===== config.mk =====
export PLATFORM = sky130hd
export DESIGN_NAME = cnn_stream_pipe
export DESIGN_NICKNAME = d
export VERILOG_FILES = /design/src/rtl/cnn_pkg.sv /design/src/rtl/cnn_conv1d_mac.sv /design/src/rtl/cnn_stream_pipe.sv
export SDC_FILE = /design/constraint.sdc
export NUM_CORES = 1
export LEC_CHECK = 0
export CAP_MARGIN = 10
export CORE_ASPECT_RATIO = 0.75
export CORE_MARGIN = 3
export CORE_UTILIZATION = 40
export CTS_CLUSTER_DIAMETER = 80
export CTS_CLUSTER_SIZE = 10
export DETAILED_ROUTE_END_ITERATION = 7
export PLACE_DENSITY_LB_ADDON = 0.12
export SYNTH_ARGS = -nofsm -noshare
export SYNTH_HDL_FRONTEND = slang
export SYNTH_SLANG_ARGS = --single-unit

===== constraint.sdc =====
create_clock -name clk -period 16.51 [get_ports clk]
set_input_delay 3.302 -clock clk [delete_from_list [all_inputs] [get_ports clk]]
set_output_delay 3.302 -clock clk [all_outputs]
set_load 0.02 [all_outputs]

===== src/rtl/cnn_pkg.sv =====
// Shared types and helpers for the streaming CNN pipeline.
//  - state_t      : frame-control FSM states
//  - CFG_SEL_*    : cfg_sel encodings for the two weight banks
//  - sat_signed() : clamp a wide signed value to a w-bit signed range
//  - sat_relu()   : ReLU followed by a clamp to [0, 2^(w-1)-1]
// The helpers work on a fixed 64-bit container so that callers with any
// accumulator width can share them: sign-extend in, cast the result down.
package cnn_pkg;

    typedef enum logic [2:0] {
        ST_IDLE,
        ST_RUN,
        ST_DISCARD,
        ST_DRAIN,
        ST_HOLD
    } state_t;

    localparam logic CFG_SEL_CONV = 1'b0;
    localparam logic CFG_SEL_FC   = 1'b1;

    localparam int SAT_W = 64;

    function automatic logic signed [SAT_W-1:0] sat_signed(
        input logic signed [SAT_W-1:0] v,
        input int unsigned             w
    );
        logic signed [SAT_W-1:0] hi;
        logic signed [SAT_W-1:0] lo;
        hi = (SAT_W'(1) << (w - 1)) - SAT_W'(1);
        lo = ~hi;   // -2^(w-1)
        if (v > hi) begin
            return hi;
        end else if (v < lo) begin
            return lo;
        end
        return v;
    endfunction

    function automatic logic signed [SAT_W-1:0] sat_relu(
        input logic signed [SAT_W-1:0] v,
        input int unsigned             w
    );
        logic signed [SAT_W-1:0] hi;
        hi = (SAT_W'(1) << (w - 1)) - SAT_W'(1);
        if (v[SAT_W-1]) begin
            return '0;
        end else if (v > hi) begin
            return hi;
        end
        return v;
    endfunction

endpackage


===== src/rtl/cnn_conv1d_mac.sv =====
// 1-D convolution stage: keeps the last KERNEL_N-1 pixels of the frame,
// combines them with the incoming pixel, multiplies by the tap weights,
// sums in ACC_W bits, shifts, applies ReLU and saturates to DATA_W.
// The result is registered in the same cycle the pixel is accepted, so
// out_valid pulses one cycle after the in_valid that completed a window.
// Ports:
//  clk, rst   clock / asynchronous active-low reset
//  in_valid   pixel accepted this cycle
//  in_first   accepted pixel is the first of a new frame (restarts fill)
//  in_data    pixel (signed)
//  weights    KERNEL_N packed signed taps, tap k at [k*DATA_W +: DATA_W]
//  out_valid  one-cycle pulse with a new conv output
//  out_data   conv output after ReLU/saturation
// KERNEL_N must be at least 2.
module cnn_conv1d_mac
    import cnn_pkg::*;
#(
    parameter int DATA_W     = 8,
    parameter int KERNEL_N   = 3,
    parameter int ACC_W      = 24,
    parameter int CONV_SHIFT = 0
) (
    input  logic                         clk,
    input  logic                         rst,
    input  logic                         in_valid,
    input  logic                         in_first,
    input  logic signed [DATA_W-1:0]     in_data,
    input  logic [KERNEL_N*DATA_W-1:0]   weights,
    output logic                         out_valid,
    output logic signed [DATA_W-1:0]     out_data
);

    localparam int FILL_W = $clog2(KERNEL_N);

    logic signed [DATA_W-1:0] hist_reg [KERNEL_N-1];
    logic signed [DATA_W-1:0] window   [KERNEL_N];
    logic signed [ACC_W-1:0]  prod     [KERNEL_N];
    logic signed [ACC_W-1:0]  sum;
    logic signed [ACC_W-1:0]  sum_sh;
    logic [FILL_W-1:0]        fill_reg;
    logic [FILL_W-1:0]        fill_base;
    logic                     window_full;
    logic                     out_valid_reg;
    logic signed [DATA_W-1:0] out_data_reg;

    // Window seen by the MAC: stored history (oldest at index 0) plus the
    // pixel being accepted right now at the newest tap.
    genvar gi;
    generate
        for (gi = 0; gi < KERNEL_N; gi++) begin : g_tap
            logic signed [DATA_W-1:0] w_val;
            logic signed [ACC_W-1:0]  w_ext;
            logic signed [ACC_W-1:0]  x_ext;
            if (gi < KERNEL_N - 1) begin : g_hist
                assign window[gi] = hist_reg[gi];
            end else begin : g_new
                assign window[gi] = in_data;
            end
            assign w_val    = weights[gi*DATA_W +: DATA_W];
            assign w_ext    = {{(ACC_W-DATA_W){w_val[DATA_W-1]}}, w_val};
            assign x_ext    = {{(ACC_W-DATA_W){window[gi][DATA_W-1]}}, window[gi]};
            assign prod[gi] = w_ext * x_ext;
        end
    endgenerate

    always_comb begin
        sum = '0;
        for (int i = 0; i < KERNEL_N; i++) begin
            sum = sum + prod[i];
        end
    end

    assign sum_sh = sum >>> CONV_SHIFT;

    // Fill count = pixels of this frame already held in history.
    assign fill_base   = in_first ? '0 : fill_reg;
    assign window_full = (fill_base == FILL_W'(KERNEL_N - 1));

    always_ff @(posedge clk or negedge rst) begin
        if (!rst) begin
            for (int i = 0; i < KERNEL_N - 1; i++) begin
                hist_reg[i] <= '0;
            end
            fill_reg      <= '0;
            out_valid_reg <= 1'b0;
            out_data_reg  <= '0;
        end else begin
            out_valid_reg <= in_valid && window_full;
            if (in_valid) begin
                for (int i = 0; i < KERNEL_N - 1; i++) begin
                    hist_reg[i] <= window[i+1];
                end
                fill_reg     <= window_full ? fill_base : fill_base + FILL_W'(1);
                out_data_reg <= DATA_W'(sat_relu({{(SAT_W-ACC_W){sum_sh[ACC_W-1]}}, sum_sh}, DATA_W));
            end
        end
    end

    assign out_valid = out_valid_reg;
    assign out_data  = out_data_reg;

endmodule


===== src/rtl/cnn_stream_pipe.sv =====
// Streaming CNN: 1-D conv -> ReLU -> max-pool -> FC dot product, one signed
// DATA_W result per frame of up to FRAME_LEN pixels.
// Ports:
//  clk, rst             clock / asynchronous active-low reset
//  s_valid/s_ready      pixel handshake; s_data pixel, s_last end of frame
//  cfg_we/sel/addr/data weight write (sel 0 = conv bank, 1 = FC bank),
//                       honoured only while idle, out-of-range addr dropped
//  m_valid/m_ready      result handshake; m_data saturated result,
//                       m_err frame-length mismatch (qualified by m_valid)
// Timing: pixel accepted at edge E0 -> conv result registered at E0 ->
// pool/FC accumulate at E1 -> m_data/m_valid registered at E2, so m_valid
// rises two cycles after the frame-end handshake (DRAIN lasts two cycles).
module cnn_stream_pipe
    import cnn_pkg::*;
#(
    parameter int DATA_W     = 8,
    parameter int KERNEL_N   = 3,
    parameter int POOL_N     = 2,
    parameter int FRAME_LEN  = 16,
    parameter int ACC_W      = 24,
    parameter int CONV_SHIFT = 0,
    parameter int FC_SHIFT   = 0
) (
    input  logic                     clk,
    input  logic                     rst,
    input  logic                     s_valid,
    output logic                     s_ready,
    input  logic signed [DATA_W-1:0] s_data,
    input  logic                     s_last,
    input  logic                     cfg_we,
    input  logic                     cfg_sel,
    input  logic [7:0]               cfg_addr,
    input  logic signed [DATA_W-1:0] cfg_data,
    output logic                     m_valid,
    input  logic                     m_ready,
    output logic signed [DATA_W-1:0] m_data,
    output logic                     m_err
);

    localparam int CONV_N = FRAME_LEN - KERNEL_N + 1;
    localparam int FC_N   = CONV_N / POOL_N;
    localparam int CNT_W  = $clog2(FRAME_LEN + 1);
    localparam int IDX_W  = $clog2(FC_N + 1);
    localparam int POOL_W = (POOL_N > 1) ? $clog2(POOL_N) : 1;

    state_t                   state_reg, state_next;
    logic                     s_ready_reg, s_ready_next;
    logic                     drain_reg;
    logic [CNT_W-1:0]         pix_cnt_reg, pix_cnt_inc;
    logic                     is_full;
    logic                     hs, accept, frame_end, hold_exit;
    logic                     err_reg;

    logic signed [DATA_W-1:0] conv_w_reg [KERNEL_N];
    logic [KERNEL_N*DATA_W-1:0] conv_w_flat;
    logic signed [DATA_W-1:0] fc_w_reg [FC_N];
    logic signed [DATA_W-1:0] fc_w_sel;
    logic                     cfg_conv_we, cfg_fc_we;

    logic                     conv_valid;
    logic signed [DATA_W-1:0] conv_data;

    logic [POOL_W-1:0]        pool_cnt_reg;
    logic signed [DATA_W-1:0] pool_max_reg, max_new;
    logic [IDX_W-1:0]         fc_idx_reg;
    logic signed [ACC_W-1:0]  fc_acc_reg, fc_prod, fc_sh;
    logic signed [ACC_W-1:0]  max_ext, fcw_ext;

    logic                     m_valid_reg, m_err_reg;
    logic signed [DATA_W-1:0] m_data_reg;

    // ---------------- handshake / frame tracking ----------------
    assign hs          = s_valid && s_ready_reg;
    assign accept      = hs && (state_reg == ST_IDLE || state_reg == ST_RUN);
    assign pix_cnt_inc = pix_cnt_reg + CNT_W'(1);
    assign is_full     = (pix_cnt_inc == CNT_W'(FRAME_LEN));
    assign frame_end   = accept && (s_last || is_full);
    assign hold_exit   = (state_reg == ST_HOLD) && m_ready;

    always_comb begin
        state_next = state_reg;
        case (state_reg)
            ST_IDLE, ST_RUN: begin
                if (hs) begin
                    if (s_last) begin
                        state_next = ST_DRAIN;
                    end else if (is_full) begin
                        state_next = ST_DISCARD;
                    end else begin
                        state_next = ST_RUN;
                    end
                end
            end
            ST_DISCARD: if (hs && s_last) state_next = ST_DRAIN;
            ST_DRAIN:   if (drain_reg)    state_next = ST_HOLD;
            ST_HOLD:    if (m_ready)      state_next = ST_IDLE;
            default:                      state_next = ST_IDLE;
        endcase
    end

    // s_ready is registered so it reads 0 while reset is asserted.
    assign s_ready_next = (state_next == ST_IDLE) || (state_next == ST_RUN) ||
                          (state_next == ST_DISCARD);

    always_ff @(posedge clk or negedge rst) begin
        if (!rst) begin
            state_reg   <= ST_IDLE;
            s_ready_reg <= 1'b0;
            drain_reg   <= 1'b0;
            pix_cnt_reg <= '0;
            err_reg     <= 1'b0;
        end else begin
            state_reg   <= state_next;
            s_ready_reg <= s_ready_next;
            drain_reg   <= (state_reg == ST_DRAIN) ? ~drain_reg : 1'b0;
            if (hold_exit) begin
                pix_cnt_reg <= '0;
                err_reg     <= 1'b0;
            end else begin
                if (accept) pix_cnt_reg <= pix_cnt_inc;
                if (frame_end) err_reg <= (s_last != is_full);
            end
        end
    end

    // ---------------- weight banks ----------------
    assign cfg_conv_we = cfg_we && (state_reg == ST_IDLE) && (cfg_sel == CFG_SEL_CONV) &&
                         (cfg_addr < 8'(KERNEL_N));
    assign cfg_fc_we   = cfg_we && (state_reg == ST_IDLE) && (cfg_sel == CFG_SEL_FC) &&
                         (cfg_addr < 8'(FC_N));

    always_ff @(posedge clk or negedge rst) begin
        if (!rst) begin
            for (int i = 0; i < KERNEL_N; i++) conv_w_reg[i] <= '0;
            for (int i = 0; i < FC_N; i++)     fc_w_reg[i]   <= '0;
        end else begin
            for (int i = 0; i < KERNEL_N; i++) begin
                if (cfg_conv_we && cfg_addr == 8'(i)) conv_w_reg[i] <= cfg_data;
            end
            for (int i = 0; i < FC_N; i++) begin
                if (cfg_fc_we && cfg_addr == 8'(i)) fc_w_reg[i] <= cfg_data;
            end
        end
    end

    // The conv stage consumes a pixel in the same cycle as a concurrent
    // weight write, so the write is forwarded to keep "new weight wins".
    genvar gi;
    generate
        for (gi = 0; gi < KERNEL_N; gi++) begin : g_conv_w
            assign conv_w_flat[gi*DATA_W +: DATA_W] =
                (cfg_conv_we && cfg_addr == 8'(gi)) ? cfg_data : conv_w_reg[gi];
        end
    endgenerate

    cnn_conv1d_mac #(
        .DATA_W     (DATA_W),
        .KERNEL_N   (KERNEL_N),
        .ACC_W      (ACC_W),
        .CONV_SHIFT (CONV_SHIFT)
    ) u_conv (
        .clk       (clk),
        .rst       (rst),
        .in_valid  (accept),
        .in_first  (state_reg == ST_IDLE),
        .in_data   (s_data),
        .weights   (conv_w_flat),
        .out_valid (conv_valid),
        .out_data  (conv_data)
    );

    // ---------------- max-pool + FC ----------------
    always_comb begin
        fc_w_sel = '0;
        for (int i = 0; i < FC_N; i++) begin
            if (fc_idx_reg == IDX_W'(i)) fc_w_sel = fc_w_reg[i];
        end
    end

    assign max_new = (pool_cnt_reg == '0 || conv_data > pool_max_reg) ? conv_data : pool_max_reg;
    assign max_ext = {{(ACC_W-DATA_W){max_new[DATA_W-1]}}, max_new};
    assign fcw_ext = {{(ACC_W-DATA_W){fc_w_sel[DATA_W-1]}}, fc_w_sel};
    assign fc_prod = max_ext * fcw_ext;
    assign fc_sh   = fc_acc_reg >>> FC_SHIFT;

    always_ff @(posedge clk or negedge rst) begin
        if (!rst) begin
            pool_cnt_reg <= '0;
            pool_max_reg <= '0;
            fc_idx_reg   <= '0;
            fc_acc_reg   <= '0;
        end else if (hold_exit) begin
            pool_cnt_reg <= '0;
            pool_max_reg <= '0;
            fc_idx_reg   <= '0;
            fc_acc_reg   <= '0;
        end else if (conv_valid) begin
            if (pool_cnt_reg == POOL_W'(POOL_N - 1)) begin
                // Window closed: fold into the dot product if an FC slot remains.
                pool_cnt_reg <= '0;
                if (fc_idx_reg < IDX_W'(FC_N)) begin
                    fc_acc_reg <= fc_acc_reg + fc_prod;
                    fc_idx_reg <= fc_idx_reg + IDX_W'(1);
                end
            end else begin
                pool_cnt_reg <= pool_cnt_reg + POOL_W'(1);
                pool_max_reg <= max_new;
            end
        end
    end

    // ---------------- result register ----------------
    always_ff @(posedge clk or negedge rst) begin
        if (!rst) begin
            m_valid_reg <= 1'b0;
            m_data_reg  <= '0;
            m_err_reg   <= 1'b0;
        end else if (state_reg == ST_DRAIN && drain_reg) begin
            m_valid_reg <= 1'b1;
            m_data_reg  <= DATA_W'(sat_signed({{(SAT_W-ACC_W){fc_sh[ACC_W-1]}}, fc_sh}, DATA_W));
            m_err_reg   <= err_reg;
        end else if (hold_exit) begin
            m_valid_reg <= 1'b0;
        end
    end

    assign s_ready = s_ready_reg;
    assign m_valid = m_valid_reg;
    assign m_data  = m_data_reg;
    assign m_err   = m_err_reg;

endmodule


==> Yosys cells after proc, flatten, opt, wreduce, memory -nomap -nowiden <==
Cells that the tools add are included.
{ "classes": {"n_addsub": 7, "n_mul": 4, "div": 0, "order_cmp": 7, "eq_ne": 22, "shifts": 0, "n_mux": 53, "bitwise": 3, "n_reduce_logical": 40} }
{ "ops": {"columns": ["operator", "count"], "rows": [
  ["$mux W8", 20],
  ["$mux W24", 4],
  ["$mul A8 B8 Y16", 4],
  ["$add A24 B16 Y24", 2],
  ["$gt A24 B8 Y1 const B", 2],
  ["$add A24 B24 Y24", 1],
  ["$eq A8 B3 Y1 const B", 3],
  ["$lt A24 B8 Y1 const B", 1],
  ["$mux W3", 8],
  ["$logic_and A1 B1 Y1", 22],
  ["$eq A8 B2 Y1 const B", 2],
  ["$eq A3 B2 Y1 const B", 5],
  ["$mux W1", 14],
  ["$eq A3 B3 Y1 const B", 4],
  ["$pmux W3 S4", 1],
  ["$reduce_bool A2 Y1", 6],
  ["$mux W5", 2],
  ["$eq A3 B1 Y1 const B", 3],
  ["$logic_not A3 Y1", 3],
  ["$eq A8 B1 Y1 const B", 1],
  ["$gt A8 B8 Y1", 1],
  ["$logic_not A8 Y1", 1],
  ["$lt A8 B2 Y1 const B", 1],
  ["$lt A8 B3 Y1 const B", 1],
  ["other kinds (15)", 24]
]} }
{ "word_totals": {"reg_bits": 164, "latchBits": 0, "mem_bits_rw": 0, "mem_bits_ro": 0, "in_bits": 31, "out_inout_bits": 11, "wordCells": 163, "n_memories": 0} }

==> Longest topological paths before layout <==
{ "logic_depth": {"ltp_word": 14, "ltp_mapped": 47} }

==> By module <==
Synthesis repeated with hierarchy kept, for this count alone.
{ "hier_totals": {"hier_cells": 2054, "area_unflattened_um2": 20335.8} }
{ "modules_own_cells": {"columns": ["module", "n_inst", "cells_each", "area_per_inst_um2", "seq_area_each_um2"], "rows": [
  ["cnn_stream_pipe", 1, 1083, 10846.7, 3428.3],
  ["cnn_conv1d_mac", 1, 971, 9489.1, 675.6]
]} }

==> Least setup slack after synthesis <==
No wires, ideal clock.
{ "synth_path": {"path_kind": "input-to-reg", "start": "input port cfg_addr[5]", "end": "register u_conv.out_data_reg[0] (netlist: u_conv.out_data[0])", "setup_ps": 126, "t_arrival_ps": 13854, "t_required_ps": 16384, "slack_ps": 2529, "path_stages": 39, "path_cell_list": "or4_1 -> or3_4 -> nor2_4 -> mux2_2 -> and2_1 -> fa_1 -> inv_1 -> fa_1 -> inv_1 -> fa_1 -> inv_1 -> fa_1 -> inv_1 -> ha_1 -> nor2b_1 -> o21a_1 -> o311a_1 -> o21a_1 -> [... 3 more ...] -> fa_1 -> inv_1 -> fa_1 -> inv_1 -> fa_1 -> inv_1 -> fa_1 -> inv_1 -> fa_1 -> inv_1 -> ha_1 -> clkbuf_1 -> a21o_1 -> a2111oi_0 -> nor4_1 -> or3_4 -> o31a_1 -> a311o_1"} }
{ "synth_between": {"elab_chain_len": 12, "word_cells_on_any_way": 22} }
{ "synth_lines": {"columns": ["item", "line_no", "text"], "rows": [
  ["start: declaration", "cnn_stream_pipe.sv:32", "input logic [7:0] cfg_addr,"],
  ["$lt A8 B2 Y1", "cnn_stream_pipe.sv:128", "(cfg_addr < 8'(KERNEL_N));"],
  ["$logic_and A1 B1 Y1", "cnn_stream_pipe.sv:127", "assign cfg_conv_we = cfg_we && (state_reg == ST_IDLE) && (cfg_sel == CFG_SEL_CONV) &&"],
  ["$logic_and A1 B1 Y1 *", "cnn_stream_pipe.sv:152", "(cfg_conv_we && cfg_addr == 8'(gi)) ? cfg_data : conv_w_reg[gi];"],
  ["$mux W8 *", null, null],
  ["net conv_w_flat[13]", "cnn_stream_pipe.sv:55", "logic [KERNEL_N*DATA_W-1:0] conv_w_flat;"],
  ["$mul A8 B8 Y16 *", "cnn_conv1d_mac.sv:62", "assign prod[gi] = w_ext * x_ext;"],
  ["$add A24 B24 Y24 *", "cnn_conv1d_mac.sv:69", "sum = sum + prod[i];"],
  ["$add A24 B16 Y24 *", "cnn_conv1d_mac.sv:69", null],
  ["$gt A24 B8 Y1", "cnn_pkg.sv:47", "end else if (v > hi) begin"],
  ["$mux W1", "cnn_pkg.sv:47", null],
  ["$mux W1", "cnn_pkg.sv:45", "if (v[SAT_W-1]) begin"],
  ["$mux W1", "cnn_conv1d_mac.sv:89", "if (in_valid) begin"],
  ["$mux W8 *", "cnn_pkg.sv:50", "return v;"],
  ["end signal: assignment", "cnn_conv1d_mac.sv:94", "out_data_reg <= DATA_W'(sat_relu({{(SAT_W-ACC_W){sum_sh[ACC_W-1]}}, sum_sh}, DATA_W));"],
  ["end: declaration", "cnn_conv1d_mac.sv:44", "logic signed [DATA_W-1:0] out_data_reg;"]
]} }
Mark *: on every way through the listed nets, which the timed path passes. The rest lies on a longest branch. The select of a mux whose other input is x is not followed.
A chain may end at the register's enable or synchronous reset.

==> Worst setup path in the final report <==
{ "layout_path": {"start": "input port cfg_addr[5]", "end": "register u_conv.out_data_reg[0] (netlist: u_conv.out_data[0])"} }
{ "layout_between": {"elab_chain_len": 12, "word_cells_on_any_way": 22} }
{ "layout_lines": {"columns": ["item", "line_no"], "rows": [
  ["$lt A8 B2 Y1", "cnn_stream_pipe.sv:128"],
  ["$logic_and A1 B1 Y1", "cnn_stream_pipe.sv:127"],
  ["$logic_and A1 B1 Y1", "cnn_stream_pipe.sv:152"],
  ["$mux W8", null],
  ["$mul A8 B8 Y16", "cnn_conv1d_mac.sv:62"],
  ["$add A24 B24 Y24", "cnn_conv1d_mac.sv:69"],
  ["$add A24 B16 Y24 *", "cnn_conv1d_mac.sv:69"],
  ["$gt A24 B8 Y1", "cnn_pkg.sv:47"],
  ["$mux W1", "cnn_pkg.sv:47"],
  ["$mux W1", "cnn_pkg.sv:45"],
  ["$mux W1", "cnn_conv1d_mac.sv:89"],
  ["$mux W8 *", "cnn_pkg.sv:50"]
]} }
Mark *: on every way between the ends. The rest lies on a longest branch, timed or not. The select of a mux whose other input is x is not followed.

==> run_results.csv <==
group,metric,value,unit
global_routing,grtUsageTotal,0.193,
cells_and_area,largest_reg_flops,56,
die,die_w,269,um
clock_network,clk-insertion-delay-late,0.45,ns
pwr,vdd_ir_drop_max,147,uV
sta,timing.hold.ws,0.469,ns
clock_network,cts_tree,"built",
die,rows,71,
critical_path,cp_data_arrival_time,15.22,ns
yosys,syn-num-nets,2705,
clock_network,holdBufCountCts,0,
cells_and_area,n_fill_cell,5046,
yosys,ys_top_cells_by_count,"inv_1, fa_1, nand2_1",
die,die_y,204,um
drt,ant_nets,0,
drt,wire_per_inst,17.3,um
critical_path,worst_path_most_repeated_cell,"fa_1",
sta,finalClockSkew,0.0128,ns
cells_and_area,syn_to_final_growth,8.33,%
critical_path,cp_max_fo,9,
yosys,synth.area.top_cells,"fa_1, dfrtp_1, ha_1, inv_1, nand2_1",
yosys,ys_async_sr_fraction,1.00,
clock_network,clockBufferDepth,2,
critical_path,cp-start-kind,"primary input",
global_routing,overflow,0,
yosys,synth_ff_type,"dfrtp_1",
placement,gp_congestion,0.841,
sta,rsz0062_at_grt,"no",
critical_path,critical_path.slowest_cell,"a2111oi_0",
placement,portBuffers,41,
yosys,syn-instance-count,2183,
hold_path,worstHoldPathCells,2,
sta,worstMarginPinSlew,1.11,ns
yosys,yosysMostFrequentCell,"inv_1",
yosys,yosys.area_share.simple,0.141,
drt,vias,14608,
clock_network,cts_resized,0,
yosys,yosys_warnings,0,
critical_path,rr_worst_depth,38,
critical_path,critPathLaunch,"cfg_addr[5]",
global_routing,grt_pass1_wl,83900,um
pwr,power.leakage,0.0115,uW
critical_path,max_stage_delay,0.93,ns
critical_path,rr_startpoint,"state_reg[2]",
sta,clock.fmax,67.2,MHz
yosys,synth_enable_flop_cells,0,
hold_path,min_from,"err_reg",
cells_and_area,final_nets,2722,
placement,place_hpwl,41100,um
sta,setup_violations,0,
critical_path,critPathKind,"primary input to register",
sta,relSlewSlack,0.263,
yosys,synth_fa_ha_area_frac,0.408,
sta,drv_slew,0,
yosys,synthDominantCellAreaShare,0.299,
hold_path,hold_path.class,"register to register",
clock_network,clock_sinks,164,
yosys,synth_area,0.0208,mm^2
run_status,status,"complete, no violations",
sta,finalCritPeriodShare,0.902,
die,core-area,0.0508,mm^2
yosys,synth_top_family_by_area,"adder cells",
job,cap_violations,0,
yosys,synth_xor_area_frac,0.0236,
die,io_pins,42,
sta,fin_tns_setup,0,ns
global_routing,antenna_found_initial,1,
critical_path,cp.required,16.84,ns
yosys,ys_seq_area_frac,0.197,
clock_network,numCtsBuffers,17,
sta,layout_min_cycle_time,14.89,ns
die,die_area,0.0548,mm^2
yosys,synth_compound_area_frac,0.0858,
clock_network,cts_setup_buffers,0,
yosys,yosysUniqueCellTypes,76,
sta,finalHoldViolations,0,
pwr,power_density,191,mW/mm^2
drt,drcViolationCount,0,
yosys,synth_seq_cells,164,
drt,viasPerCell,5.03,
clock_network,clock_tree.root_cell,"clkbuf_16",
clock_network,cts_max_level,4,
yosys,synth_area_per_cell,9.53,um^2
drt,drt_pass1_iterations,5,
drt,first_iter_violations,773,
drt,wirelength,50300,um
die,initial_core_util,0.409,
clock_network,cts.clk_slew.worst_paths,0.07,ns
yosys,synth_mux_area_frac,0.0531,
yosys,synth_area_leader_cell,"fa_1",
global_routing,grt_pass1_vias,15143,
cells_and_area,drive_gt1_frac,0.0737,
critical_path,endpoint_kind,"register",
global_routing,grt_max_degree,86,
==> kinds of logic after synthesis <==
| logic type | after synthesis |
|---|---|
| and+or+nand+nor | 605 |
| buffers and inverters | 497 |
| DFF | 164 |
| adders and majority gates | 491 |
| muxes | 97 |
| AOI/OAI and AO/OA | 273 |
| xor gates and xnor gates | 56 |
==> per-layer routing <==
layer  wire, um  up-vias  track usage
met1      27400     7323        0.314
met5         12        -            0
met2      19600      293        0.262
met4        461        2       0.0288
met3       2760       30       0.0419
li1           -     6960            -
==> power by group <==
group          leakage, uW  switching, uW  internal (uW)
clock             0.000278            192            213
combinational      0.00909           1930           1330
sequential         0.00216            148            489
==> cell usage in the layout (no fill, tap or decap), types with 48 or more instances in the layout <==
| master | synthesis | routed |
|---|---|---|
| mux2_2 | 76 | 76 |
| a21oi_1 | 99 | 99 |
| nor2b_1 | 48 | 48 |
| inv_1 | 435 | 435 |
| nor2_1 | 93 | 93 |
| nand2_1 | 245 | 245 |
| and2_1 | 88 | 88 |
| fa_1 | 311 | 311 |
| dfrtp_1 | 164 | 164 |
| ha_1 | 180 | 180 |
==> cell type report <==
cell class              instances  area (um^2)  area share
diodes                          1         2.50    0.000111
clock buffers                  18          429      0.0190
flip-flops and latches        164         4100       0.182
clock inverters                14          141     0.00627
inverters                     435         1630      0.0724
multi-input cells            1522        14800       0.657
repair buffers                 60          554      0.0246
well taps                     693          867      0.0385
==> worst max-delay path, delay by kind of cell <==
kind                       cells  cell delay, ns
xor gates and xnor gates       1            0.15
adders and majority gates     11            5.18
and+or+nand+nor                8            2.13
AOI/OAI and AO/OA              9            3.00
muxes                          1            0.64
buffers and inverters          8            0.78
==> metrics by stage <==
stage / cells / instance area, um^2 / setup WS, ns / util / power, uW
after floorplan: 2183 / 20800 / 2.53 / - / 3120
after global placement: 2874 / 22000 / 1.33 / 0.432 / 3870
after detailed placement: 2874 / 22000 / 1.24 / 0.432 / 3890
after CTS: 2906 / 22500 / 1.71 / 0.443 / 4330
after global routing: 2906 / 22500 / 0.989 / 0.443 / 4840
final: 2907 / 22500 / 1.62 / 0.444 / 4310
==> path summary, 6_finish.rpt <==
check                                            to  slack [ns]
max                              u_conv.out_data[0]        1.62
max reg2reg                      u_conv.out_data[0]        4.11
max in group asynchronous  u_conv.g_tap[0].x_ext[0]       12.04
min in group asynchronous            fc_acc_reg[23]        2.92
min                                           m_err        0.47
min reg2reg                                   m_err        0.47
Note: power is estimated with default switching activity, not from simulation.
